==> src/rtl/io_step_if.sv <==
// Board/core signal bundle for io_step_controller.
// The optional step_sw line exists only when SINGLE_STEP_EN is defined.
interface io_step_if #(
    parameter int unsigned DATA_WIDTH = 32
);
    logic                  botao;
    logic                  congela_sw;
    logic [7:0]            switches;
    logic                  is_in;
    logic                  is_out;
    logic                  halt;
    logic [DATA_WIDTH-1:0] out_value;
`ifdef SINGLE_STEP_EN
    logic                  step_sw;
`endif
    logic                  step_en;
    logic                  congela_in;
    logic                  congela_out;
    logic                  halted;
    logic [7:0]            in_data;
    logic [DATA_WIDTH-1:0] out_data;
    logic                  led_pc;
    logic [2:0]            state;

`ifdef SINGLE_STEP_EN
    modport master (
        output botao, congela_sw, switches, is_in, is_out, halt, out_value, step_sw,
        input  step_en, congela_in, congela_out, halted, in_data, out_data, led_pc, state
    );
    modport slave (
        input  botao, congela_sw, switches, is_in, is_out, halt, out_value, step_sw,
        output step_en, congela_in, congela_out, halted, in_data, out_data, led_pc, state
    );
`else
    modport master (
        output botao, congela_sw, switches, is_in, is_out, halt, out_value,
        input  step_en, congela_in, congela_out, halted, in_data, out_data, led_pc, state
    );
    modport slave (
        input  botao, congela_sw, switches, is_in, is_out, halt, out_value,
        output step_en, congela_in, congela_out, halted, in_data, out_data, led_pc, state
    );
`endif
endinterface

==> src/rtl/io_step_controller.sv <==
// Run-control sequencer for the single-cycle MIPS core: step enable, IN/OUT holds and HALT park.
// Optional manual single-step mode enabled by defining SINGLE_STEP_EN.
module io_step_controller #(
    parameter int unsigned DIV_COUNT  = 50000000,
    parameter int unsigned DEB_CYCLES = 500000,
    parameter int unsigned DATA_WIDTH = 32
) (
    input logic        clock_fpga,
    input logic        reset_n,
    io_step_if.slave   io
);

    localparam int unsigned DivW = (DIV_COUNT > 2) ? $clog2(DIV_COUNT) : 1;
    localparam int unsigned DebW = (DEB_CYCLES > 2) ? $clog2(DEB_CYCLES) : 1;
    localparam logic [DivW-1:0] DivLast = DivW'(DIV_COUNT - 1);
    localparam logic [DebW-1:0] DebLast = DebW'(DEB_CYCLES - 1);

    typedef enum logic [2:0] {
        StRun     = 3'd0,
        StWaitIn  = 3'd1,
        StWaitOut = 3'd2,
        StRelease = 3'd3,
        StHalted  = 3'd4
    } state_e;

    logic                  sync1_q, sync2_q;
    logic [DebW-1:0]       deb_cnt_q, deb_cnt_d;
    logic                  deb_level_q, deb_level_d;
    logic                  press;
    state_e                state_q, state_d;
    logic [DivW-1:0]       div_q, div_d;
    logic                  step_q, step_d;
    logic                  led_q, led_d;
    logic                  cin_q, cin_d;
    logic                  cout_q, cout_d;
    logic                  halted_q, halted_d;
    logic [7:0]            in_data_q, in_data_d;
    logic [DATA_WIDTH-1:0] out_data_q, out_data_d;

    // Debounced level is 1 when released; press fires on the edge that accepts a low level.
    always_comb begin
        deb_cnt_d   = deb_cnt_q;
        deb_level_d = deb_level_q;
        if (sync2_q != deb_level_q) begin
            if (deb_cnt_q == DebLast) begin
                deb_level_d = sync2_q;
                deb_cnt_d   = '0;
            end else begin
                deb_cnt_d = deb_cnt_q + 1'b1;
            end
        end else begin
            deb_cnt_d = '0;
        end
        press = deb_level_q & ~deb_level_d;
    end

    always_comb begin
        state_d    = state_q;
        div_d      = div_q;
        step_d     = 1'b0;
        in_data_d  = in_data_q;
        out_data_d = out_data_q;
        case (state_q)
            StRun: begin
                if (io.halt) begin
                    state_d = StHalted;
                end else if (io.is_in) begin
                    state_d = StWaitIn;
                end else if (io.is_out) begin
                    out_data_d = io.out_value;
                    state_d    = StWaitOut;
`ifdef SINGLE_STEP_EN
                end else if (io.step_sw) begin
                    if (press) begin
                        step_d  = 1'b1;
                        state_d = StRelease;
                    end
`endif
                end else if (!io.congela_sw) begin
                    if (div_q == DivLast) begin
                        div_d  = '0;
                        step_d = 1'b1;
                    end else begin
                        div_d = div_q + 1'b1;
                    end
                end
            end
            StWaitIn: begin
                if (press) begin
                    in_data_d = io.switches;
                    step_d    = 1'b1;
                    state_d   = StRelease;
                end
            end
            StWaitOut: begin
                if (press) begin
                    step_d  = 1'b1;
                    state_d = StRelease;
                end
            end
            StRelease: begin
                // Waiting for release keeps one physical press from clearing two wait states.
                if (deb_level_d) begin
                    state_d = StRun;
                    div_d   = '0;
                end
            end
            StHalted: state_d = StHalted;
            default:  state_d = StRun;
        endcase
        led_d    = led_q ^ step_d;
        cin_d    = (state_d == StWaitIn);
        cout_d   = (state_d == StWaitOut);
        halted_d = (state_d == StHalted);
    end

    always_ff @(posedge clock_fpga or negedge reset_n) begin
        if (!reset_n) begin
            sync1_q     <= 1'b1;
            sync2_q     <= 1'b1;
            deb_cnt_q   <= '0;
            deb_level_q <= 1'b1;
            state_q     <= StRun;
            div_q       <= '0;
            step_q      <= 1'b0;
            led_q       <= 1'b0;
            cin_q       <= 1'b0;
            cout_q      <= 1'b0;
            halted_q    <= 1'b0;
            in_data_q   <= '0;
            out_data_q  <= '0;
        end else begin
            sync1_q     <= io.botao;
            sync2_q     <= sync1_q;
            deb_cnt_q   <= deb_cnt_d;
            deb_level_q <= deb_level_d;
            state_q     <= state_d;
            div_q       <= div_d;
            step_q      <= step_d;
            led_q       <= led_d;
            cin_q       <= cin_d;
            cout_q      <= cout_d;
            halted_q    <= halted_d;
            in_data_q   <= in_data_d;
            out_data_q  <= out_data_d;
        end
    end

    assign io.step_en     = step_q;
    assign io.congela_in  = cin_q;
    assign io.congela_out = cout_q;
    assign io.halted      = halted_q;
    assign io.in_data     = in_data_q;
    assign io.out_data    = out_data_q;
    assign io.led_pc      = led_q;
    assign io.state       = state_q;

endmodule

==> src/flat_wrapper.sv <==
// flat-port wrapper written by rule: the top's interface ports become plain ports
module io_step_controller_flat 
#(
    parameter int unsigned DIV_COUNT  = 50000000,
    parameter int unsigned DEB_CYCLES = 500000,
    parameter int unsigned DATA_WIDTH = 32
)
  (clock_fpga, reset_n, io_botao, io_congela_sw, io_switches, io_is_in, io_is_out, io_halt, io_out_value, io_step_en, io_congela_in, io_congela_out, io_halted, io_in_data, io_out_data, io_led_pc, io_state);
  io_step_if #(.DATA_WIDTH(DATA_WIDTH)) io_i ();
  input logic clock_fpga;
  input logic reset_n;
  input wire logic [$bits(io_i.botao)-1:0] io_botao;
  input wire logic [$bits(io_i.congela_sw)-1:0] io_congela_sw;
  input wire logic [$bits(io_i.switches)-1:0] io_switches;
  input wire logic [$bits(io_i.is_in)-1:0] io_is_in;
  input wire logic [$bits(io_i.is_out)-1:0] io_is_out;
  input wire logic [$bits(io_i.halt)-1:0] io_halt;
  input wire logic [$bits(io_i.out_value)-1:0] io_out_value;
  output wire logic [$bits(io_i.step_en)-1:0] io_step_en;
  output wire logic [$bits(io_i.congela_in)-1:0] io_congela_in;
  output wire logic [$bits(io_i.congela_out)-1:0] io_congela_out;
  output wire logic [$bits(io_i.halted)-1:0] io_halted;
  output wire logic [$bits(io_i.in_data)-1:0] io_in_data;
  output wire logic [$bits(io_i.out_data)-1:0] io_out_data;
  output wire logic [$bits(io_i.led_pc)-1:0] io_led_pc;
  output wire logic [$bits(io_i.state)-1:0] io_state;
  assign io_i.botao = io_botao;
  assign io_i.congela_sw = io_congela_sw;
  assign io_i.switches = io_switches;
  assign io_i.is_in = io_is_in;
  assign io_i.is_out = io_is_out;
  assign io_i.halt = io_halt;
  assign io_i.out_value = io_out_value;
  assign io_step_en = io_i.step_en;
  assign io_congela_in = io_i.congela_in;
  assign io_congela_out = io_i.congela_out;
  assign io_halted = io_i.halted;
  assign io_in_data = io_i.in_data;
  assign io_out_data = io_i.out_data;
  assign io_led_pc = io_i.led_pc;
  assign io_state = io_i.state;
  io_step_controller #(.DIV_COUNT(DIV_COUNT), .DEB_CYCLES(DEB_CYCLES), .DATA_WIDTH(DATA_WIDTH)) u_core (.clock_fpga(clock_fpga), .reset_n(reset_n), .io(io_i));
endmodule
==> config.mk <==
export PLATFORM = sky130hd
export DESIGN_NAME = io_step_controller_flat
export DESIGN_NICKNAME = d
export VERILOG_FILES = /design/src/rtl/io_step_if.sv /design/src/rtl/io_step_controller.sv /design/src/flat_wrapper.sv
export SDC_FILE = /design/constraint.sdc
export NUM_CORES = 1
export LEC_CHECK = 0
export BUFFER_PORTS_ARGS = -buffer_cell sky130_fd_sc_hd__clkbuf_2
export CAP_MARGIN = 15
export CORE_UTILIZATION = 35
export CTS_BUF_LIST = sky130_fd_sc_hd__clkbuf_4
export CTS_CLUSTER_DIAMETER = 80
export DETAILED_ROUTE_END_ITERATION = 10
export GPL_ROUTABILITY_DRIVEN = 0
export PLACE_DENSITY = 0.57
export SYNTH_ARGS = -nofsm -noshare
export SYNTH_HDL_FRONTEND = slang
export SYNTH_SLANG_ARGS = --single-unit
export TNS_END_PERCENT = 20
==> constraint.sdc <==
create_clock -name clock_fpga -period 2.4 [get_ports clock_fpga]
set_input_delay 0.48 -clock clock_fpga [delete_from_list [all_inputs] [get_ports clock_fpga]]
set_output_delay 0.48 -clock clock_fpga [all_outputs]
set_load 0.02 [all_outputs]
; After elaboration in Yosys (flattened, before gate mapping)
; Cells that the tools add are included.
[classes]
muxes = 24
n_reduce_logical = 6
bitwise_logic = 5
addsub = 2
eq_ne = 15
[ops]
columns = cell, count
row1 = 26-bit 2-to-1 mux, 6
row2 = 26-bit case mux with 2 select lines, 1
row3 = 19-bit 2-to-1 mux, 2
row4 = "26-bit by 1-bit adder with 26-bit output, second input constant", 1
row5 = "26-bit == test, second input constant", 1
row6 = "19-bit by 1-bit adder with 19-bit output, second input constant", 1
row7 = "19-bit == test, second input constant", 1
row8 = 3-bit 2-to-1 mux, 5
row9 = 3-bit case mux with 4 select lines, 1
row10 = "3-bit by 2-bit == test with 1-bit output, second input constant", 3
row11 = 1-bit 2-to-1 mux, 8
row12 = "2-bit != test, second input constant", 4
row13 = "3-bit by 1-bit == test with 1-bit output, second input constant", 2
row14 = "3-bit == test, second input constant", 2
row15 = 6-bit AND reduction, 1
row16 = 4-bit AND reduction, 1
row17 = 3-bit logical NOT, 1
row18 = 1-bit inverter, 3
row19 = "2-bit by 1-bit != test with 1-bit output, second input constant", 1
row20 = 1-bit case mux with 2 select lines, 1
row21 = 2-bit AND reduction, 1
row22 = 2-bit nonzero test, 1
row23 = 2-bit OR reduction, 1
row24 = 1-bit bitwise AND, 1
row25 = 2 further kinds, 2
[totals]
elab_cells = 65
output_inout_bits = 48
regBits = 96
input_bits = 47

; Logic depth before layout (Yosys ltp)
[logic_depth]
word_depth = 8
depth_mapped = 9
depth_no_buf = 6

; Worst setup path after synthesis
; OpenSTA, ideal clock, no wires.
[synth_timing]
path_type = register to register
from = register u_core.state_q[2], in the netlist u_core.io.state[2]
to = register u_core.div_q[17]
arrival_ns = 2.367
n_path_buf = 2
stages_incl_launch_ff = 8
setup_slack_ns = -0.036
required_time_ns = 2.331
period_less_slack_ns = 2.436
setup_time_ns = 0.069
cell_sequence = dfrtp_1 -> buf_6 -> or4_4 -> or4_1 -> buf_2 -> a21o_1 -> or4_1 -> nand3_1
[synth_via]
elab_chain_cells = 3
word_cells_on_any_way = 10
classes_between = eq/ne (6) / mux (1) / reduce/logical (3)
[synth_rtl]
columns = element, line_no
row1 = from (decl), io_step_controller.sv:30  ; state_e state_q, state_d;
row2 = from (signal assigned), io_step_controller.sv:123  ; state_q <= StRun;
row3 = from (signal assigned), io_step_controller.sv:137  ; state_q <= state_d;
row4 = 3-bit by 2-bit == test with 1-bit output or 3-bit logical NOT (tied branches), io_step_controller.sv:63  ; case (state_q)
row5 = 2-bit by 1-bit != test with 1-bit output (no source line) (tied with other cells), --
row6 = 6-bit AND reduction (no source line), --
row7 = to (signal assigned), io_step_controller.sv:138  ; div_q <= div_d;
row8 = to (decl), io_step_controller.sv:31  ; logic [DivW-1:0] div_q, div_d;
; Several ways; a longest one is shown, not always the timed one.
; A chain may end at the register's enable or synchronous reset.

; Worst setup path after layout
[layout_timing]
from = register u_core.deb_cnt_q[6]
to = register u_core.in_data_q[5], in the netlist u_core.io.in_data[5]
[layout_via]
elab_chain_cells = 6
[layout_rtl]
columns = element, line_no
row1 = from (decl), io_step_controller.sv:27  ; logic [DebW-1:0] deb_cnt_q, deb_cnt_d;
row2 = from (signal assigned), io_step_controller.sv:135  ; deb_cnt_q <= deb_cnt_d;
row3 = 19-bit == test, io_step_controller.sv:45  ; if (deb_cnt_q == DebLast) begin
row4 = 1-bit 2-to-1 mux, io_step_controller.sv:45
row5 = 1-bit 2-to-1 mux, io_step_controller.sv:44  ; if (sync2_q != deb_level_q) begin
row6 = 1-bit inverter, io_step_controller.sv:54  ; press = deb_level_q & ~deb_level_d;
row7 = 1-bit bitwise AND, io_step_controller.sv:54
row8 = 2-bit AND reduction (no source line), --
row9 = to (signal assigned), io_step_controller.sv:144  ; in_data_q <= in_data_d;
row10 = to (decl), io_step_controller.sv:37  ; logic [7:0] in_data_q, in_data_d;
; No other way between the ends.

==> flow_summary.json <==
{
  "vdd_ir_drop_max_uv": 506,
  "setup_viol": 0,
  "grtUsageTotal_pct": 16.8,
  "wl_met1_um": 4660,
  "globalRouteOverflowTotal": 0,
  "power_density_mw_per_mm2": 743,
  "pre_antenna_drt_iters": 5,
  "wirelength_um": 10800,
  "p_leak_uw": 0.00254,
  "core_mm2": 0.0127,
  "drt-vias-per-instance": 5.22,
  "die-width_um": 116,
  "critPathTopFamily": "simple AND/OR/NAND/NOR gates",
  "whs_path_depth": 1,
  "synth_seq_cells": 96,
  "tritoncts.num_buffers": 9,
  "initialDrtViolationCount": 261,
  "remaining_drc_errors": 0,
  "fp-row-count": 41,
  "critical-path-max-stage-delay_ns": 0.54,
  "cp_data_required_time_ns": 2.77,
  "wl_met2_um": 5420,
  "reg2reg_from": "u_core.deb_cnt_q[6]$_DFF_PN0_",
  "port_buffers": 94,
  "max_cap_violations": 0,
  "critical_path_depth": 6,
  "cp_num_buf_inv": 1,
  "flow.area_growth_from_synthesis_pct": 22.6,
  "tritoncts_num_sinks": 96,
  "setup_repair_after_global_routing_missed_its_margin": "true",
  "finClkSkew_ns": 0.0179,
  "detailroute.via_count": 3766,
  "postLayoutCellArea_mm2": 0.00561,
  "max_clock_freq_ghz": 0.431,
  "chipHeight_um": 116,
  "drive_above_1_share_pct": 35.6,
  "clk_lat_worst_skew_ns": 0.48,
  "synthesized_area_mm2": 0.00458,
  "critPathArrivalTime_ns": 2.69,
  "finalWorstPathRequiredPeriod_ns": 2.32,
  "yosysSeqAreaShare_pct": 52.6,
  "synth_area_per_cell_um2": 10.8,
  "worstPathMaxFanout": 8,
  "die_area_mm2": 0.0135,
  "clock_tree.buffer_depth": 2,
  "first_global_vias": 3674,
  "synthArstFlopShare_pct": 100,
  "post_synth_inst_count": 425,
  "critical_path.cell_chain": "or4b_1, or4_4, nor2_2, and4_1, buf_6, mux2_2",
  "synth_edf_count": 0,
  "whs_ns": 0.0682,
  "floorplan.initialDensity_pct": 36.1,
  "worst_setup_path_class": "reg -> reg",
  "maxUsedRoutingLayer": "met4",
  "finish.net_count": 592,
  "run_status": "completed",
  "grt_start_max_net_pins": 46,
  "ys_warn_count": 0,
  "critPathSlowestCell": "or4b_1",
  "min_period_over_period_pct": 96.6,
  "timing.critical_path.from_type": "flop",
  "grt_pass1_wl_um": 17400,
  "final.setup.tns_ns": 0,
  "ff2ff_path_depth": 6,
  "dpl.hpwl_um": 7990,
  "cts_tree": "built",
  "grt_antenna_before_repair": 0,
  "capturing_element_type_of_the_critical_path": "flop",
  "slew_headroom_pct": 68.6,
  "crit_start": "u_core.deb_cnt_q[6]$_DFF_PN0_",
  "postPlaceCellArea_mm2": 0.00543,
  "met3_wirelength_um": 472,
  "route.detailed.wl_per_inst_um": 14.9,
  "timing.hold.worst.class": "in -> reg",
  "boundaryPins": 95,
  "worst-slew-pin-transition_ns": 0.472,
  "postRouteAntennaNets": 0,
  "htreeDepth": 3,
  "finalHoldViolations": 0,
  "syn_nets": 474,
  "min_from": "io_botao",
  "worst_setup_hold_path_clk_slew_ns": 0.16,
  "yosysUniqueCellTypes": 53,
  "final-max-slew-violation-count": 0,
  "yosys_most_used_dff": "dfrtp_1",
  "cts-root-buf": "clkbuf_4"
}
==> timing repair <==
item                                    in CTS  in global routing
gates resized for setup                      1                  5
hold buffers                                 1                  0
setup buffers                                0                  0
pin swaps                                    0                  1
endpoints found under the hold margin       32                  0
endpoints found under the setup margin       5                 20
==> through the flow <==
stage                     total power [uW]  std cells  utilization, %  setup slack, ns
after floorplan                       2800        425               -         -0.00802
after global placement                3260        703            42.9           0.0604
after detailed placement              3290        703            42.9           0.0203
after CTS                             4230        720            44.2           0.0256
after global routing                  4400        720            44.3          -0.0336
final                                 4170        721            44.3           0.0810
==> path summary, 6_finish.rpt <==
| check | end | slack, ns |
|---|---|---|
| min reg2reg | u_core.sync2_q$_DFF_PN1_ | 0.37 |
| max reg2reg | u_core.io.in_data[5]$_DFFE_PN0P_ | 0.08 |
| min | u_core.sync1_q$_DFF_PN1_ | 0.07 |
| max in group asynchronous | u_core.sync1_q$_DFF_PN1_ | 1.26 |
| max | u_core.io.in_data[5]$_DFFE_PN0P_ | 0.08 |
| min in group asynchronous | u_core.div_q[22]$_DFFE_PN0P_ | 0.49 |
==> logic make-up after synthesis <==
logic type	Yosys count	synth area share, %
fa+ha+maj	2	0.547
flops	96	52.6
buf+inv	35	3.23
simple gates	168	20.0
mux	44	10.7
compound gates	64	9.84
xor+xnor	16	3.06
==> synth_stat cells (2+ instances only) <==
cell type / count / area, um2
a21boi_0: 2 / 15.0
nor4_1: 12 / 75.1
xor2_1: 6 / 52.6
dfrtp_1: 93 / 2330
nand2b_1: 2 / 12.5
nand2_1: 26 / 97.6
ha_1: 2 / 25.0
a22oi_1: 2 / 15.0
dfstp_2: 3 / 78.8
nand3_1: 35 / 175
nand4_1: 10 / 62.6
nor2b_1: 2 / 12.5
and4_1: 5 / 43.8
a21o_1: 2 / 15.0
buf_2: 7 / 35.0
o311a_1: 2 / 20.0
nor3_1: 11 / 55.1
and3_1: 10 / 62.6
and3b_1: 2 / 17.5
mux2i_1: 3 / 30.0
o21ai_0: 10 / 50.1
nor2_1: 28 / 105
a211o_1: 6 / 52.6
a21oi_1: 10 / 50.1
or3_1: 6 / 37.5
o211ai_1: 5 / 37.5
clkbuf_1: 12 / 45.0
xnor2_1: 10 / 87.6
o311ai_1: 2 / 17.5
inv_1: 15 / 56.3
and2_1: 2 / 12.5
nor4b_1: 3 / 26.3
mux2_2: 41 / 462
or4_1: 8 / 60.1
a31oi_1: 6 / 37.5
a211oi_1: 5 / 37.5
a41oi_1: 3 / 26.3
==> sequential cells by signal, indices dropped and copies added, names as in the netlist <==
name / count
u_core.deb_cnt_q: 19
u_core.deb_level_q: 1
u_core.div_q: 26
u_core.io.congela_in: 1
u_core.io.congela_out: 1
u_core.io.halted: 1
u_core.io.in_data: 8
u_core.io.led_pc: 1
u_core.io.out_data: 32
u_core.io.state: 3
u_core.io.step_en: 1
u_core.sync1_q: 1
u_core.sync2_q: 1
==> area by class of cell <==
cell class                      instances  area (um2)
Sequential cell                        96        2410
Clock buffer                           10        75.1
Inverter                               15        56.3
Clock inverter                          6        78.8
Fill cell                            1252        7060
Tap cell                              172         215
Antenna cell                            1        2.50
Multi-Input combinational cell        294        2040
Timing Repair Buffer                  127         739
==> metal layers <==
metal,global-route usage (%),up-vias
li1,-,1817
met1,21.2,1823
met2,27.8,106
met3,3.06,20
met4,7.78,0
met5,0,-
==> power by group <==
part / internal [uW] / total [uW] / switching, uW
logic: 486 / 1160 / 670
clock network: 343 / 929 / 586
registers: 1910 / 2080 / 165
total: 2740 / 4170 / 1420
==> placed cells by master, fill, tap and decap left out, types with 6 or more instances in the layout <==
cell type / synthesis / layout
mux2_2: 41 / 41
inv_1: 15 / 15
nand2_1: 26 / 25
clkbuf_2: 0 / 93
nor4_1: 12 / 12
or3_1: 6 / 6
nor2_1: 28 / 27
and3_1: 10 / 10
nor3_1: 11 / 11
a31oi_1: 6 / 6
clkbuf_4: 0 / 10
dfrtp_1: 93 / 92
or4_1: 8 / 6
nand4_1: 10 / 10
buf_4: 0 / 31
xnor2_1: 10 / 10
a21oi_1: 10 / 10
xor2_1: 6 / 6
nand3_1: 35 / 35
a211o_1: 6 / 6
o21ai_0: 10 / 9
No activity file was read; power rests on OpenSTA's default activity.
